==> src/rtl/div_seq_unit_pkg.sv <==
// rtl/div_seq_unit_pkg.sv - shared datapath width and divider state encoding
package div_seq_unit_pkg;

  localparam int DATA_WIDTH = 32;

  typedef enum logic [2:0] {
    S_IDLE   = 3'd0,
    S_LOADED = 3'd1,
    S_CALC   = 3'd2,
    S_SIGN   = 3'd3,
    S_DONE   = 3'd4
  } div_state_t;

endpackage

==> src/rtl/div_seq_unit.sv <==
// rtl/div_seq_unit.sv - sequential signed restoring divider, remainder on hi, quotient on lo
module div_seq_unit
  import div_seq_unit_pkg::*;
#(
  parameter int WIDTH = DATA_WIDTH
) (
  input  logic             clk,
  input  logic             reset,
  input  logic             dloadab,
  input  logic             div,
  input  logic [WIDTH-1:0] a,
  input  logic [WIDTH-1:0] b,
  output logic [WIDTH-1:0] hi,
  output logic [WIDTH-1:0] lo,
  output logic             busy,
  output logic             done,
  output logic             divzero
);

  localparam int CW = $clog2(WIDTH);

  div_state_t       state;
  logic [WIDTH-1:0] areg, breg, bmag, rem, quo;
  logic [WIDTH-1:0] rem_sh, quo_sh;
  logic [CW-1:0]    cnt;
  logic             sa, sq;

  // rem stays below |B| <= 2^(WIDTH-1), so the shifted partial remainder fits WIDTH bits
  always_comb begin
    rem_sh = {rem[WIDTH-2:0], quo[WIDTH-1]};
    quo_sh = {quo[WIDTH-2:0], 1'b0};
  end

  always_ff @(posedge clk) begin
    if (!reset) begin
      state   <= S_IDLE;
      areg    <= '0;
      breg    <= '0;
      bmag    <= '0;
      rem     <= '0;
      quo     <= '0;
      cnt     <= '0;
      sa      <= 1'b0;
      sq      <= 1'b0;
      hi      <= '0;
      lo      <= '0;
      busy    <= 1'b0;
      done    <= 1'b0;
      divzero <= 1'b0;
    end else begin
      done <= 1'b0;
      case (state)
        S_IDLE: begin
          if (dloadab) begin
            areg  <= a;
            breg  <= b;
            state <= S_LOADED;
          end
        end
        S_LOADED: begin
          if (dloadab) begin
            areg <= a;
            breg <= b;
          end else if (div) begin
            if (breg == '0) begin
              divzero <= 1'b1;
              state   <= S_DONE;
            end else begin
              divzero <= 1'b0;
              sa      <= areg[WIDTH-1];
              sq      <= areg[WIDTH-1] ^ breg[WIDTH-1];
              quo     <= areg[WIDTH-1] ? -areg : areg;
              bmag    <= breg[WIDTH-1] ? -breg : breg;
              rem     <= '0;
              cnt     <= CW'(WIDTH - 1);
              busy    <= 1'b1;
              state   <= S_CALC;
            end
          end
        end
        S_CALC: begin
          if (rem_sh >= bmag) begin
            rem <= rem_sh - bmag;
            quo <= {quo[WIDTH-2:0], 1'b1};
          end else begin
            rem <= rem_sh;
            quo <= quo_sh;
          end
          if (cnt == '0) state <= S_SIGN;
          else           cnt   <= cnt - 1'b1;
        end
        S_SIGN: begin
          lo    <= sq ? -quo : quo;
          hi    <= sa ? -rem : rem;
          busy  <= 1'b0;
          state <= S_DONE;
        end
        S_DONE: begin
          done <= 1'b1;
          if (dloadab) begin
            areg  <= a;
            breg  <= b;
            state <= S_LOADED;
          end else begin
            state <= S_IDLE;
          end
        end
        default: state <= S_IDLE;
      endcase
    end
  end

endmodule

==> config.mk <==
export PLATFORM = sky130hd
export DESIGN_NAME = div_seq_unit
export DESIGN_NICKNAME = d
export VERILOG_FILES = /design/src/rtl/div_seq_unit_pkg.sv /design/src/rtl/div_seq_unit.sv
export SDC_FILE = /design/constraint.sdc
export NUM_CORES = 1
export LEC_CHECK = 0
export CELL_PAD_IN_SITES_DETAIL_PLACEMENT = 0
export CELL_PAD_IN_SITES_GLOBAL_PLACEMENT = 1
export CORE_MARGIN = 8
export CORE_UTILIZATION = 43
export DETAILED_ROUTE_END_ITERATION = 7
export GPL_TIMING_DRIVEN = 0
export PLACE_DENSITY = 0.92
export SYNTH_ARGS = -nofsm -noshare
export SYNTH_HDL_FRONTEND = slang
export SYNTH_SLANG_ARGS = --single-unit
==> constraint.sdc <==
create_clock -name clk -period 3.35 [get_ports clk]
set_input_delay 0.8375 -clock clk [delete_from_list [all_inputs] [get_ports clk]]
set_output_delay 0.8375 -clock clk [all_outputs]
set_load 0.03 [all_outputs]
* Word-level counts from Yosys, hierarchy flattened *
Cells that the tools add are included.

word-level totals
  flip-flop bits (word level) = 237
  output and inout port bits = 67
  logic and storage cells = 79

operators by class
  add/sub/neg operators = 6
  magnitude comparators = 1
  eq/ne operators = 10
  multiplexer cells = 32
  bitwise logic cells = 3
  reductions and logical operators = 13

operator list
  operator                                                               number
  32-bit two-way mux                                                     11
  32-bit negator                                                         4
  32-bit one-hot mux with 2 select lines                                 2
  32-bit >= comparator                                                   1
  32-bit logical NOT                                                     1
  32-bit subtractor                                                      1
  5-bit two-way mux                                                      4
  4-bit AND reduction                                                    4
  3-bit two-way mux                                                      5
  3-bit one-hot mux with 5 select lines                                  1
  2-bit != test, second input constant                                   6
  5-bit one-hot mux with 2 select lines                                  1
  1-bit two-way mux                                                      7
  3-bit by 2-bit equality test with 1-bit output, second input constant  2
  5-bit logical NOT                                                      1
  5-bit AND reduction                                                    1
  5-bit by 1-bit subtractor with 5-bit output, second input constant     1
  2-bit nonzero test                                                     2
  3-bit by 1-bit equality test with 1-bit output, second input constant  1
  3-bit equality test, second input constant                             1
  3-bit logical NOT                                                      1
  3-bit AND reduction                                                    1
  3-bit OR reduction                                                     1
  1-bit inverter                                                         2
  other kinds (3)                                                        3

* Longest topological paths before layout *
  depth in word-level cells = 6
  depth in mapped cells = 13

* Worst setup path after synthesis *
OpenSTA, ideal clock, no wires.

  kind = register to register
  start point = register quo[31]
  end point = register rem[19]
  setup time = 0.125 ns
  arrival time = 2.905 ns
  required time = 3.225 ns
  slack = 0.320 ns
  stages on the path, launching flop included = 14
  cell sequence = dfxtp_1 inv_1 ha_1 fa_1 nor2b_1 o31a_1 o211ai_1 o311ai_1 a2111o_1 a41oi_2 buf_4 clkbuf_1 a32oi_1 o21ai_0

between the ends
  word-level cells in the longest chain between the ends = 3

ends and longest elaborated chain
  what                                                       line                                    RTL
  from (decl)                                                div_seq_unit.sv:23                      logic [WIDTH-1:0] areg, breg, bmag, rem, quo;
  from (signal assigned)                                     div_seq_unit.sv:72                      quo <= areg[WIDTH-1] ? -areg : areg;
  from (signal assigned)                                     div_seq_unit.sv:84                      quo <= {quo[WIDTH-2:0], 1'b1};
  from (signal assigned)                                     div_seq_unit.sv:87                      quo <= quo_sh;
  32-bit subtractor or 32-bit >= comparator (tied branches)  div_seq_unit.sv:83, div_seq_unit.sv:82
  32-bit two-way mux *                                       div_seq_unit.sv:82                      if (rem_sh >= bmag) begin
  32-bit one-hot mux with 2 select lines *                   div_seq_unit.sv:52                      case (state)
  to (signal assigned)                                       div_seq_unit.sv:83                      rem <= rem_sh - bmag;
  to (signal assigned)                                       div_seq_unit.sv:86                      rem <= rem_sh;
  to (decl)                                                  div_seq_unit.sv:23

Every way passes the cells marked *; elsewhere a longest branch is shown, timed or not.
A chain may end at the register's enable or synchronous reset.

* Final worst setup path *
  start point = register quo[31]
  end point = register rem[21]

The elaborated chain is that of the path after synthesis.

==> summary.md <==
| Metric | Value |
|---|---|
| IO buf count | `between 100 and 150` |
| Arr. time, crit path | `about 3.7 ns` |
| # nets final | `1895` |
| Hold Path End | `bmag[17]` |
| Largest family of logic cells by synthesized area | `compound AO/OA/AOI/OAI gates` |
| Reg2reg end | `rem[21]` |
| Final Skew | `between 0.015 and 0.02 ns` |
| Reg2Reg Setup Slack | `0.05 ns` |
| Detailed-route DRC error count | `0` |
| First-pass GRT wire length | `62600 um` |
| WL/cell | `around 18 um` |
| Max-slew violations | `0` |
| Max cap viols | `0` |
| Net Sw Frac | `0.320` |
| Int Power | `between 5000 and 6000 uW` |
| Hold WS | `between 0.4 and 0.5 ns` |
| Simple logic cell fraction of the synthesized area | `0.195` |
| Root Buffer | `clkbuf_16` |
| Peak supply drop | `0.402 mV` |
| Clock transition at path regs | `0.06 ns` |
| Num rows | `63` |
| # IOs | `~140` |
| Fmax | `roughly 0.3 GHz` |
| Asr flop ratio synth | `0` |
| Post-Synth Adder-Cell Area | `0.0384` |
| Synthesized area | `about 0.013 sq mm` |
| Fin crit share | `0.985` |
| Startpoint Class | `flip-flop` |
| Met2 Use GR | `0.326` |
| Reg-to-reg startpoint | `quo[31]` |
| Final Instance Area | `0.0159 sq mm` |
| Post-DR vias/cell | `5.51` |
| Sequential area share after synthesis | `0.368` |
| Post-Synth XOR/XNOR Area | `0.0985` |
| DP Wirelength | `roughly 30000 um` |
| Core area | `about 0.030 sq mm` |
| CP Max Fanout | `7` |
| Power share of the combinational group | `0.314` |
| Crit path capture type | `flip-flop` |
| Antenna Diode Count | `0` |
| Synthesized net count | `1719` |
| GRT met1 Usage | `0.297` |
| Initial DRC count | `around 900` |
| Number of fill cells | `between 2k and 3k` |
| Clock share of power | `0.330` |
| Routability cong. | `about 0.93` |
| Vias | `between 10k and 15k` |
| Dpl cell area | `0.0147 sq mm` |
| Busiest layer in global routing | `met2` |
| CTS tree | `yes` |
| Hold Fails Final Rpt | `0` |
| Switching Power | `2810 uW` |
| Die Ht | `189 um` |
| Setup-failing EPs final | `0` |
| Clock sinks | `237` |
| Vias in the first global route | `about 12k` |
| Post-synthesis compound-gate area fraction | `0.232` |
| Worst-Margin Slew | `~1.1 ns` |
| Clock Latency Late Sink | `around 0.53 ns` |
| All-Layer GR Usage | `0.209` |
| Crit path time final | `3.30 ns` |
| Final worst slack | `between 0.05 and 0.06 ns` |
| Main synth FF type | `dfxtp_1` |
| CTS max path bufs | `3` |
| Number of synthesized register bits | `around 240` |
| Cell count after synthesis | `between 1.5k and 2k` |
| Die W | `between 150 and 200 um` |
| Initial core utilization | `0.436` |
| Max_slew headroom | `0.265` |
| Routed WL | `between 30000 and 40000 um` |
| Die area | `0.0358 sq mm` |
| CTS Buf Count | `26` |
| Sequential power share | `0.356` |
| PwrDens | `555 mW/mm^2` |
| Maximum number of pins on one net before global-route repair | `14` |
| Mux share of post-synthesis cell area | `0.0225` |
| Detailed Routing Iterations Pass 1 | `5` |
| Antenna violations before repair | `0` |
| R2R depth | `13` |
| Critical Path RT | `between 3 and 4 ns` |
| GR Util met3 | `0.0366` |
| Result of the run | `completed` |
| H-tree levels | `1` |
| Worst min path class | `reg -> reg` |
| Min-delay src | `bmag[17]` |
| Layout cells sized above 1 | `0.0603` |
| Synth cell types | `70` |
| Synthesis-to-layout area growth | `23.0%` |
| Final ANT Viol Nets | `0` |
| P_leak | `0.00579 uW` |
| Grt ovf | `0` |
| Hold path depth | `2` |
| Syn avg cell area | `roughly 8.0 sq um` |
| Placement Setup Slack | `-0.534 ns` |
| Number of synthesis warnings | `0` |
| CP Class | `reg -> reg` |
| Post-synth EDFFs | `0` |
## flip-flops by register name (all words and copies together) (netlist names)
| signal | cells |
|---|---|
| areg | 32 |
| bmag | 32 |
| breg | 32 |
| hi | 32 |
| lo | 32 |
| quo | 32 |
| rem | 32 |
| cnt | 5 |
| state | 3 |
| busy | 1 |
| divzero | 1 |
| done | 1 |
| sa | 1 |
| sq | 1 |
## Yosys cell counts (all sizes together), types with 4 or more instances
master    n  share of area
a311oi    4         0.0027
dfxtp   237           0.37
nor3     17         0.0070
or4      23          0.014
mux2i    29          0.023
o21ai   101          0.039
o31ai    34          0.021
inv      50          0.015
nor4     13         0.0068
or2       6         0.0029
a31oi     8         0.0039
and3      6         0.0029
o211ai    5         0.0029
a211oi   89          0.052
o21a      6         0.0035
xor2    101          0.069
a221oi    5         0.0034
nand2b    9         0.0044
a21o     10         0.0058
nor2    137          0.040
nand2   254          0.074
nor2b     9         0.0044
nand3b    4         0.0023
xnor2    44          0.030
clkbuf   89          0.026
a32oi     8         0.0054
buf      12         0.0046
o41ai    18          0.013
nand3    26          0.010
o221ai   13         0.0088
o21bai    6         0.0035
a21oi   127          0.049
o31a      4         0.0027
nand4     7         0.0034
or3      22          0.012
ha       38          0.037
and2      9         0.0044
## power by group through the flow
stage	logic [uW]	clock network (uW)	registers (uW)
2_1_floorplan	1790	0	3170
3_3_place_gp	2380	0	3180
3_5_place_dp	2410	0	3190
4_1_cts	2570	2950	3130
5_1_grt	3010	3070	3150
6_report	2760	2910	3140
## per-layer routing
layer	wire length, um	vias up
met2	16700	371
li1	-	6102
met3	2660	49
met1	18600	5593
met4	668	0
met5	0	-
## worst max path at each step
stage	start	end	slack, ns	depth (start not counted)
2_1_floorplan	quo[31]	rem[19]	0.32	13
3_3_place_gp	quo[31]	rem[29]	-0.52	13
4_1_cts	bmag[7]	rem[18]	0.03	12
6_report	quo[31]	rem[21]	0.05	13
5_1_grt	bmag[7]	rem[21]	-0.02	12
3_5_place_dp	quo[31]	rem[29]	-0.53	13
## cell usage in the layout (no fill, tap or decap), drive strengths merged, types with 5 or more instances in the layout
cell type	instances
a21oi	127
xnor2	44
buf	25
and2	9
nand2b	9
o41ai	18
dfxtp	237
or2	6
o31ai	34
o21a	6
ha	38
a32oi	8
or4	23
xor2	101
clkbuf	129
nor2b	9
nor3	17
nand2	254
a221oi	5
a211oi	89
o211ai	5
or3	22
mux2i	29
and3	6
nor2	137
nand4	7
nand3	26
o221ai	13
a31oi	8
a21o	10
o21ai	101
clkdlybuf4s50	134
o21bai	6
inv	51
nor4	13
## final cells by class
class,count,area [sq um],share of cell area
Clock inverter,8,96.3,0.00608
Sequential cell,237,4750,0.300
Inverter,50,188,0.0118
Tap cell,390,488,0.0308
Timing Repair Buffer,148,1470,0.0926
Buffer,101,424,0.0268
Clock buffer,39,781,0.0492
Multi-Input combinational cell,1224,7660,0.483
## timing repair
| item | 4_1_cts | 5_1_grt |
|---|---|---|
| resized for setup | 13 | 29 |
| pin swaps | 4 | 6 |
| cloned | 0 | 1 |
| setup endpoints to repair | 71 | 70 |
| buffers inserted | 5 | 8 |
| hold buffers | 0 | 0 |
## metrics by stage
stage           util  total power, uW  TNS (ns)  cells
5_1_grt        0.536             9230   -0.0354   2197
6_report       0.536             8800         0   2197
3_5_place_dp   0.498             5600    -26.10   2136
2_1_floorplan      -             4950         0   1612
4_1_cts        0.531             8650         0   2188
3_3_place_gp   0.498             5560    -22.62   2136
## critical path: stages (launching register included)
cell	delay, ns
dfxtp_2	0.35
inv_2	0.09
ha_4	0.14
fa_2	0.19
nor2b_1	0.06
o31a_1	0.30
o211ai_1	0.47
o311ai_4	0.15
a2111o_1	0.46
a41oi_4	0.32
buf_6	0.19
clkbuf_16	0.16
mux2i_1	0.21
o21ai_1	0.07
## kinds of logic (layout without fill, tap and decap cells)
logic type | Yosys count | in the layout
compound gates | 459 | 459
flops | 237 | 237
mux | 29 | 29
simple gates | 552 | 552
buf+inv | 151 | 346
fa+ha+maj | 39 | 39
xor+xnor | 145 | 145
(Power assumes the default switching activity.)
